[src/rtl/lift_pkg.sv]
// rtl/lift_pkg.sv - shared floor types and dispatcher state encoding
package lift_pkg;

  localparam int FW       = 3;
  localparam int N_FLOORS = 7;

  typedef logic [FW-1:0] floor_t;

  typedef enum logic [1:0] {
    IDLE  = 2'd0,
    HALL  = 2'd1,
    CAB   = 2'd2,
    DWELL = 2'd3
  } disp_state_t;

  localparam floor_t FLOOR_NONE = '0;

endpackage

[src/rtl/call_dispatcher_scan_select.sv]
// rtl/call_dispatcher_scan_select.sv - combinational SCAN target picker
module scan_select
  import lift_pkg::*;
#(
  parameter int N_FLOORS = lift_pkg::N_FLOORS,
  parameter int FW       = lift_pkg::FW
) (
  input  logic [N_FLOORS-1:0] pend_i,
  input  logic [FW-1:0]       cur_i,
  input  logic                dir_up_i,
  output logic [FW-1:0]       tgt_o,
  output logic                dir_up_o
);

  localparam logic [FW-1:0] TOP_F = FW'(N_FLOORS);

  logic [FW-1:0] cur_sat;
  logic [FW-1:0] up_hit;
  logic [FW-1:0] dn_hit;

  always_comb begin
    cur_sat = cur_i;
    if (cur_i == FLOOR_NONE) begin
      cur_sat = FW'(1);
    end else if (cur_i > TOP_F) begin
      cur_sat = TOP_F;
    end

    // Descending scan leaves the lowest hit above, ascending the highest hit below.
    up_hit = FLOOR_NONE;
    for (int k = N_FLOORS; k >= 1; k--) begin
      if (pend_i[k-1] && (FW'(k) >= cur_sat)) up_hit = FW'(k);
    end
    dn_hit = FLOOR_NONE;
    for (int k = 1; k <= N_FLOORS; k++) begin
      if (pend_i[k-1] && (FW'(k) <= cur_sat)) dn_hit = FW'(k);
    end

    if (dir_up_i) tgt_o = (up_hit != FLOOR_NONE) ? up_hit : dn_hit;
    else          tgt_o = (dn_hit != FLOOR_NONE) ? dn_hit : up_hit;

    if (tgt_o > cur_i)      dir_up_o = 1'b1;
    else if (tgt_o < cur_i) dir_up_o = 1'b0;
    else                    dir_up_o = dir_up_i;
  end

endmodule

[src/rtl/call_dispatcher.sv]
// rtl/call_dispatcher.sv - hall/cab request latch and SCAN dispatcher
// CALL_DISP_DWELL_EN: door dwell of DWELL_CYCLES clocks instead of one.
module call_dispatcher
  import lift_pkg::*;
#(
  parameter int N_FLOORS = lift_pkg::N_FLOORS,
  parameter int FW       = lift_pkg::FW
`ifdef CALL_DISP_DWELL_EN
  ,
  parameter int DWELL_CYCLES = 4
`endif
) (
  input  logic                clk,
  input  logic                rst,
  input  logic [N_FLOORS-1:0] hall_btn_i,
  input  logic [N_FLOORS-1:0] cab_btn_i,
  input  logic [FW-1:0]       elev_f_i,
  input  logic                busy_i,
  output logic [FW-1:0]       pass_f_o,
  output logic [FW-1:0]       butt_el_o,
  output logic                dir_up_o,
  output logic [N_FLOORS-1:0] hall_pend_o,
  output logic [N_FLOORS-1:0] cab_pend_o
);

  localparam logic [FW-1:0] TOP_F = FW'(N_FLOORS);

  logic [N_FLOORS-1:0] hall_q, hall_d, cab_q, cab_d, hall_clr, cab_clr;
  logic [FW-1:0]       pass_q, pass_d, butt_q, butt_d, hall_tgt, cab_tgt;
  logic                dir_q, dir_d, hall_dir, cab_dir;
  logic                car_ok, arrive_hall, arrive_cab, dwell_done, do_enter;
  disp_state_t         state_q, state_d, next_q, next_d, enter;

  scan_select #(.N_FLOORS(N_FLOORS), .FW(FW)) u_hall_sel (
    .pend_i(hall_q), .cur_i(elev_f_i), .dir_up_i(dir_q), .tgt_o(hall_tgt), .dir_up_o(hall_dir)
  );

  scan_select #(.N_FLOORS(N_FLOORS), .FW(FW)) u_cab_sel (
    .pend_i(cab_q), .cur_i(elev_f_i), .dir_up_i(dir_q), .tgt_o(cab_tgt), .dir_up_o(cab_dir)
  );

  assign car_ok      = !busy_i && (elev_f_i != FLOOR_NONE) && (elev_f_i <= TOP_F);
  assign arrive_hall = car_ok && (pass_q != FLOOR_NONE) && (elev_f_i == pass_q);
  assign arrive_cab  = car_ok && (butt_q != FLOOR_NONE) && (elev_f_i == butt_q);

  function automatic logic [N_FLOORS-1:0] floor_mask(logic [FW-1:0] f);
    floor_mask = '0;
    for (int k = 1; k <= N_FLOORS; k++) begin
      if (f == FW'(k)) floor_mask[k-1] = 1'b1;
    end
  endfunction

  // A preferred CAB phase only sticks while cab work remains.
  function automatic disp_state_t pick_phase(disp_state_t pref, logic any_h, logic any_c);
    if (pref == CAB && any_c) return CAB;
    if (any_h) return HALL;
    if (any_c) return CAB;
    return IDLE;
  endfunction

`ifdef CALL_DISP_DWELL_EN
  localparam int CW = $clog2(DWELL_CYCLES) + 1;
  logic [CW-1:0] cnt_q, cnt_d;
  assign cnt_d      = (state_q == DWELL) ? cnt_q + 1'b1 : '0;
  assign dwell_done = (cnt_q == CW'(DWELL_CYCLES - 1));
  always_ff @(posedge clk) begin
    if (rst) cnt_q <= '0;
    else     cnt_q <= cnt_d;
  end
`else
  assign dwell_done = 1'b1;
`endif

  always_comb begin
    state_d  = state_q;
    next_d   = next_q;
    pass_d   = pass_q;
    butt_d   = butt_q;
    dir_d    = dir_q;
    hall_clr = '0;
    cab_clr  = '0;
    enter    = IDLE;
    do_enter = 1'b0;
    case (state_q)
      IDLE: begin
        if (|hall_q || |cab_q) begin
          do_enter = 1'b1;
          enter    = pick_phase(HALL, |hall_q, |cab_q);
        end
      end
      HALL: begin
        if (arrive_hall) begin
          hall_clr = floor_mask(pass_q);
          state_d  = DWELL;
          next_d   = CAB;
        end
      end
      CAB: begin
        if (~|cab_q) begin
          do_enter = 1'b1;
          enter    = pick_phase(HALL, |hall_q, 1'b0);
        end else if (arrive_cab) begin
          cab_clr = floor_mask(butt_q);
          state_d = DWELL;
          next_d  = (|hall_q) ? HALL : CAB;
        end
      end
      default: begin
        if (dwell_done) begin
          do_enter = 1'b1;
          enter    = pick_phase(next_q, |hall_q, |cab_q);
        end
      end
    endcase

    // Targets are only registered on phase entry, so they stay frozen in flight.
    if (do_enter) begin
      state_d = enter;
      pass_d  = FLOOR_NONE;
      butt_d  = FLOOR_NONE;
      if (enter == HALL) begin
        pass_d = hall_tgt;
        dir_d  = hall_dir;
      end else if (enter == CAB) begin
        butt_d = cab_tgt;
        dir_d  = cab_dir;
      end
    end
  end

  assign hall_d = (hall_q & ~hall_clr) | hall_btn_i;
  assign cab_d  = (cab_q & ~cab_clr) | cab_btn_i;

  always_ff @(posedge clk) begin
    if (rst) begin
      state_q <= IDLE;
      next_q  <= HALL;
      hall_q  <= '0;
      cab_q   <= '0;
      pass_q  <= FLOOR_NONE;
      butt_q  <= FLOOR_NONE;
      dir_q   <= 1'b1;
    end else begin
      state_q <= state_d;
      next_q  <= next_d;
      hall_q  <= hall_d;
      cab_q   <= cab_d;
      pass_q  <= pass_d;
      butt_q  <= butt_d;
      dir_q   <= dir_d;
    end
  end

  assign pass_f_o    = pass_q;
  assign butt_el_o   = butt_q;
  assign dir_up_o    = dir_q;
  assign hall_pend_o = hall_q;
  assign cab_pend_o  = cab_q;

endmodule

[config.mk]
export PLATFORM = sky130hd
export DESIGN_NAME = call_dispatcher
export DESIGN_NICKNAME = d
export VERILOG_FILES = /design/src/rtl/lift_pkg.sv /design/src/rtl/call_dispatcher_scan_select.sv /design/src/rtl/call_dispatcher.sv
export SDC_FILE = /design/constraint.sdc
export NUM_CORES = 1
export LEC_CHECK = 0
export BUFFER_PORTS_ARGS = -buffer_cell sky130_fd_sc_hd__buf_2
export CAP_MARGIN = 20
export CELL_PAD_IN_SITES_DETAIL_PLACEMENT = 0
export CELL_PAD_IN_SITES_GLOBAL_PLACEMENT = 1
export CORE_MARGIN = 2
export CORE_UTILIZATION = 35
export CTS_BUF_LIST = sky130_fd_sc_hd__clkbuf_4
export CTS_CLUSTER_SIZE = 25
export DETAILED_ROUTE_END_ITERATION = 8
export PLACE_DENSITY = 0.82
export SLEW_MARGIN = 5
export SYNTH_ARGS = -nofsm -noshare
export SYNTH_HDL_FRONTEND = slang
export SYNTH_SLANG_ARGS = --single-unit
[constraint.sdc]
create_clock -name clk -period 2.8 [get_ports clk]
set_input_delay 0.42 -clock clk [delete_from_list [all_inputs] [get_ports clk]]
set_output_delay 0.42 -clock clk [all_outputs]
set_load 0.005 [all_outputs]
==> results of run 1 <==
## cells in the mapped netlist (all sizes together), types with 2 or more instances
cell | n | share of area (%)
a21oi | 34 | 8.5
mux2i | 2 | 1.0
a22o | 2 | 0.87
o2bb2ai | 3 | 1.3
o21bai | 3 | 1.7
nand2b | 5 | 1.6
a21o | 4 | 1.5
a22oi | 2 | 0.75
nor3b | 2 | 1.0
nand4 | 2 | 0.62
a211oi | 5 | 1.9
o21ai | 23 | 5.7
o211ai | 2 | 0.75
o22a | 2 | 0.87
buf | 4 | 1.2
a21boi | 2 | 0.75
nand2 | 22 | 4.1
a32oi | 2 | 0.87
a31oi | 2 | 0.62
nor2 | 27 | 5.0
a32o | 3 | 1.6
dfxtp | 25 | 25
nor3 | 4 | 1.6
o31ai | 3 | 1.1
nand3b | 4 | 1.5
o22ai | 2 | 0.62
inv | 26 | 4.9
o2111ai | 2 | 0.87
ha | 8 | 5.0
or2 | 4 | 1.2
xor2 | 3 | 1.3
a2bb2oi | 2 | 0.87
o21a | 6 | 2.2
o32ai | 3 | 1.3
nand3 | 8 | 2.0
clkbuf | 11 | 2.6
## flip-flops by register name, indices dropped and copies added (netlist names)
signal	flops
cab_pend_o	7
next_q	2
hall_pend_o	7
dir_up_o	1
pass_f_o	3
butt_el_o	3
state_q	2
## worst paths after layout
path                  start              to  slack (ps)  cells after the start
max          hall_pend_o[3]    butt_el_o[1]         190                      9
min           hall_btn_i[6]  hall_pend_o[6]         280                      3
max reg2reg  hall_pend_o[3]    butt_el_o[1]         190                      9
min reg2reg       next_q[0]       next_q[0]         490                      2
## routing by layer
layer	up-vias	track usage, %	share of wire, %
met3	5	2.26	5.2
met1	1064	25.8	48
met5	-	0	0
met4	0	4.24	0.71
met2	74	33.0	46
li1	1138	-	-
## final cells by class
cell class | instances | area (sq um) | share of cell area, %
Clock buffer | 3 | 22.5 | 0.885
Clock inverter | 1 | 7.51 | 0.295
Inverter | 26 | 97.6 | 3.83
Multi-Input combinational cell | 211 | 1340 | 52.8
Sequential cell | 25 | 502 | 19.7
Tap cell | 72 | 90.1 | 3.54
Timing Repair Buffer | 76 | 483 | 19.0
## worst max-delay path, stage by stage, from the launching register on
cell     delay [ps]
dfxtp_1         400
nor4_2          370
nand2_1         180
nor2_1          160
mux2i_1          80
or2_2           310
ha_1            290
or4b_4          590
inv_2            80
a32o_2          110
## cell families after synthesis
group           Yosys count  share of synthesized area, %
compound gates          114                          38.0
xor+xnor                  4                          1.74
fa+ha+maj                 8                          4.98
buf+inv                  41                          8.65
flops                    25                          24.9
mux                       2                         0.996
simple gates             83                          20.8
## stage by stage
step | cell area (sq um) | setup TNS [ps] | worst slack, ps
floorplan | 2010 | 0 | 36.2
global placement | 2510 | -46.3 | -46.3
detailed placement | 2510 | -25.6 | -25.6
CTS | 2540 | 0 | 151
global route | 2540 | 0 | 1.94
finish | 2540 | 0 | 193
## power by group
group	internal, mW	switching [mW]	total [mW]
Combinational	0.182	0.185	0.367
Sequential	0.378	0.0397	0.418
Clock	0.0547	0.119	0.174
Total	0.615	0.344	0.959
## what timing repair did
action / CTS / global route
resized for setup: 0 / 2
endpoints found under the hold margin: 0 / 0
setup endpoints to repair: 0 / 4
==> impl_metrics.yaml, run 1 <==
run_status:
  status: "completed"
floorplan:
  placementRows: 27
  initial_core_util_pct: 36.3
  die_y_microns: 79.8
  die_w_microns: 79.8
  io_pins: 41
  core_sq_um: 5540
  die_area_sq_um: 6370
timing:
  rsz0062_at_grt: "false"
  slew-limit-headroom_pct: 72.5
  max_freq_mhz: 384
  period_needed_ps: 2610
  holdWs_ps: 277
  skew_ps: 21.0
  setup_violations: 0
  finalCritPeriodShare_pct: 93.1
  hold_violations: 0
  drv_slew: 0
  worstMarginPinSlew_ps: 412
final_layout:
  synthToLayoutAreaGrowth_pct: 26.6
  layout_commonest_cell: "buf_2"
  n_antenna_cell: 0
  stdcell_count: 414
  mostFrequentLayoutCells: "buf_2 (40), buf_4 (35), a21oi_1 (34)"
  nFillCells: 602
  fin_util_pct: 45.9
  nets: 371
  layout-drive-gt1-share_pct: 27.8
synth:
  synthArstFlopShare_pct: 0
  synthesis.nets: 305
  syn_inst: 277
  synth-edff-count: 0
  synth_seq_cells: 25
  ys.flop_type: "dfxtp_1"
  ys_seq_area_share_pct: 24.9
  netlist_area_sq_um: 2010
  ys_warn_count: 0
  post_synth_num_cell_types: 57
  synth.avg_cell_area_sq_um: 7.26
detailed_routing:
  routedWlPerCell_microns: 14.4
  drtAntennaViolNets: 0
  drc: 0
  wl_microns: 5950
  viasPerCell: 5.51
  drt-initial-drc-count: 178
  dr.pass1.iters: 5
  dr_total_vias: 2281
clock_tree:
  holdBufCountCts: 0
  insertion_delay_ps: 340
  cts_buffer_depth: 2
  clk_pin_slew_ps: 160
  cts-root-buf: "clkbuf_4"
  clock-sinks: 25
  cts_buffers: 3
  cts-htree-levels: 1
  cts_tree: "done"
  post_cts_buffers: 0
pwr:
  p_per_area_nw_per_um2: 377
  power.leakage_nw: 1.17
  peakVddDrop_v: 0.000200
  power_uw: 959
place:
  dp_hpwl_microns: 4680
  dp_cells: 410
  io_buffers: 40
  place_congestion: 0.901
flow_run:
  cap_viol_max_count: 0
global_routing:
  grt_remaining_overflow: 0
  antenna_found_initial: 0
  grt_start_max_net_pins: 23
  grt_pass1_wl_microns: 9840
  first_global_vias: 2127
  grt_usage_pct: 19.2
min_path:
  min_path_type: "in2reg"
setup_path:
  end_kind: "flop"
  crit_required_ps: 3080
  worstPathArrival_ps: 2880
  worstPathMaxFanout: 8
  critical_path_class: "reg2reg"
  critPathLaunchType: "flop"
No activity file was read; power rests on OpenSTA's default activity.
==> run 2, diff against run 1 <==
--- a/config.mk
+++ b/config.mk
@@ -5,6 +5,7 @@
 export SDC_FILE = /design/constraint.sdc
 export NUM_CORES = 1
 export LEC_CHECK = 0
+export ABC_CLOCK_PERIOD_IN_PS = 2800
 export BUFFER_PORTS_ARGS = -buffer_cell sky130_fd_sc_hd__buf_2
 export CAP_MARGIN = 20
 export CELL_PAD_IN_SITES_DETAIL_PLACEMENT = 0
@@ -14,6 +15,7 @@
 export CTS_BUF_LIST = sky130_fd_sc_hd__clkbuf_4
 export CTS_CLUSTER_SIZE = 25
 export DETAILED_ROUTE_END_ITERATION = 8
+export GPL_TIMING_DRIVEN = 0
 export PLACE_DENSITY = 0.82
 export SLEW_MARGIN = 5
 export SYNTH_ARGS = -nofsm -noshare
==> impl_metrics.yaml, run 2 (same netlist as run 1, synthesis figures left out) <==
run_status:
  status: "completed"
timing:
  setup_violations: 0
  finalCritPeriodShare_pct: 94.5
  period_needed_ps: 2650
  drv_slew: 0
  worst_slack_ps: 154
  finalSetupTns_ps: 0
  skew_ps: 11.1
  max_freq_mhz: 378
  holdWs_ps: 284
  worstMarginPinSlew_ps: 619
  rsz0062_at_grt: "false"
  hold_violations: 0
  slew-limit-headroom_pct: 58.6
final_layout:
  stdcell_count: 391
  fin_util_pct: 42.5
  mostFrequentLayoutCells: "buf_2 (41), a21oi_1 (34), nor2_1 (26)"
  layout-drive-gt1-share_pct: 22.3
  n_antenna_cell: 0
  synthToLayoutAreaGrowth_pct: 17.1
  nets: 348
  layout_commonest_cell: "buf_2"
  post-route-cell-area_sq_um: 2350
pwr:
  comb_power_share_pct: 36.0
  p_clk_share_pct: 19.0
  power_frac_seq_pct: 45.1
  p_per_area_nw_per_um2: 391
  p_switching_uw: 340
  power_report.internal_total_uw: 580
  peakVddDrop_v: 0.000179
  power.share.switching_pct: 37.0
  power_uw: 920
  power.leakage_nw: 1.04
setup_path:
  worstPathArrival_ps: 2890
  crit_required_ps: 3050
  end_kind: "flop"
  critPathLaunchType: "primary input"
  worstReg2RegStart: "cab_pend_o[4]"
  cp-endpoint: "dir_up_o"
  reg2reg_to: "dir_up_o"
  worstPathMaxFanout: 10
  critPathLaunch: "elev_f_i[1]"
  reg2reg_depth: 13
  rrSetupSlack_ps: 160
  critical_path_class: "in2reg"
place:
  placed_area_sq_um: 2300
  io_buffers: 40
  dp_slack_ps: -440
  dp_hpwl_microns: 4450
  place_congestion: 0.894
  dp_cells: 389
global_routing:
  antenna_found_initial: 0
  grt_pass1_wl_microns: 9390
  grt_usage_pct: 18.6
  first_global_vias: 1975
  grt_start_max_net_pins: 16
  grt_remaining_overflow: 0
detailed_routing:
  drt-initial-drc-count: 131
  drc: 0
  routedWlPerCell_microns: 15.0
  dr.pass1.iters: 4
  viasPerCell: 5.57
  wl_microns: 5870
  dr_total_vias: 2176
  drtAntennaViolNets: 0
clock_tree:
  cts_buffer_depth: 2
  cts-root-buf: "clkbuf_4"
  clock-sinks: 25
  post_cts_buffers: 0
  cts_buffers: 3
  cts-htree-levels: 1
  holdBufCountCts: 0
  clk_pin_slew_ps: 150
  insertion_delay_ps: 340
  cts_tree: "done"
floorplan:
  die_area_sq_um: 6370
  placementRows: 27
  initial_core_util_pct: 36.3
  io_pins: 41
  die_w_microns: 79.8
  core_sq_um: 5540
  die_y_microns: 79.8
min_path:
  min_path_type: "in2reg"
flow_run:
  cap_viol_max_count: 0
## run 2: worst min-delay path by stage
stage,startpoint,endpoint,cells after the start
finish,cab_btn_i[0],cab_pend_o[0],3
global route,cab_btn_i[1],cab_pend_o[1],3
CTS,cab_btn_i[0],cab_pend_o[0],3
detailed placement,next_q[1],next_q[1],1
global placement,next_q[1],next_q[1],1
floorplan,next_q[1],next_q[1],1
## run 2: power groups by stage
stage | logic [mW] | registers, mW | clock network [mW]
global placement | 0.320 | 0.419 | 0
floorplan | 0.233 | 0.411 | 0
CTS | 0.327 | 0.411 | 0.185
detailed placement | 0.324 | 0.419 | 0
global route | 0.371 | 0.419 | 0.196
finish | 0.331 | 0.414 | 0.174
## run 2: cell type report
class	count	area, sq um
fillers	618	3190
repair buffers	40	200
clock buffers	3	22.5
clock inverters	1	7.51
inverters	26	97.6
well taps	72	90.1
multi-input cells	211	1350
plain buffers	13	81.3
flip-flops and latches	25	503
## run 2: worst max-delay path, stage by stage
cell and delay (ps):
buf_2 110, buf_2 210, nand3_1 200, nor2_1 160, o21ai_0 110, o22ai_1 210
o21ai_0 120, a32o_1 260, ha_1 290, nor2b_1 130, o21a_1 160, nor3_1 130
a21oi_1 60, o32ai_1 230, nand2_1 80
## run 2: routing by layer
metal	up-vias	global-route usage (%)	part of all wire, %
li1	1092	-	-
met2	62	28.4	45
met4	0	4.92	1.3
met3	6	2.38	4.4
met5	-	0	0
met1	1016	27.4	49
## run 2: timing repair
item | 4_1_cts | 5_1_grt
pin swaps | 0 | 0
resized for setup | 2 | 15
gates cloned | 0 | 0
setup endpoints to repair | 1 | 4
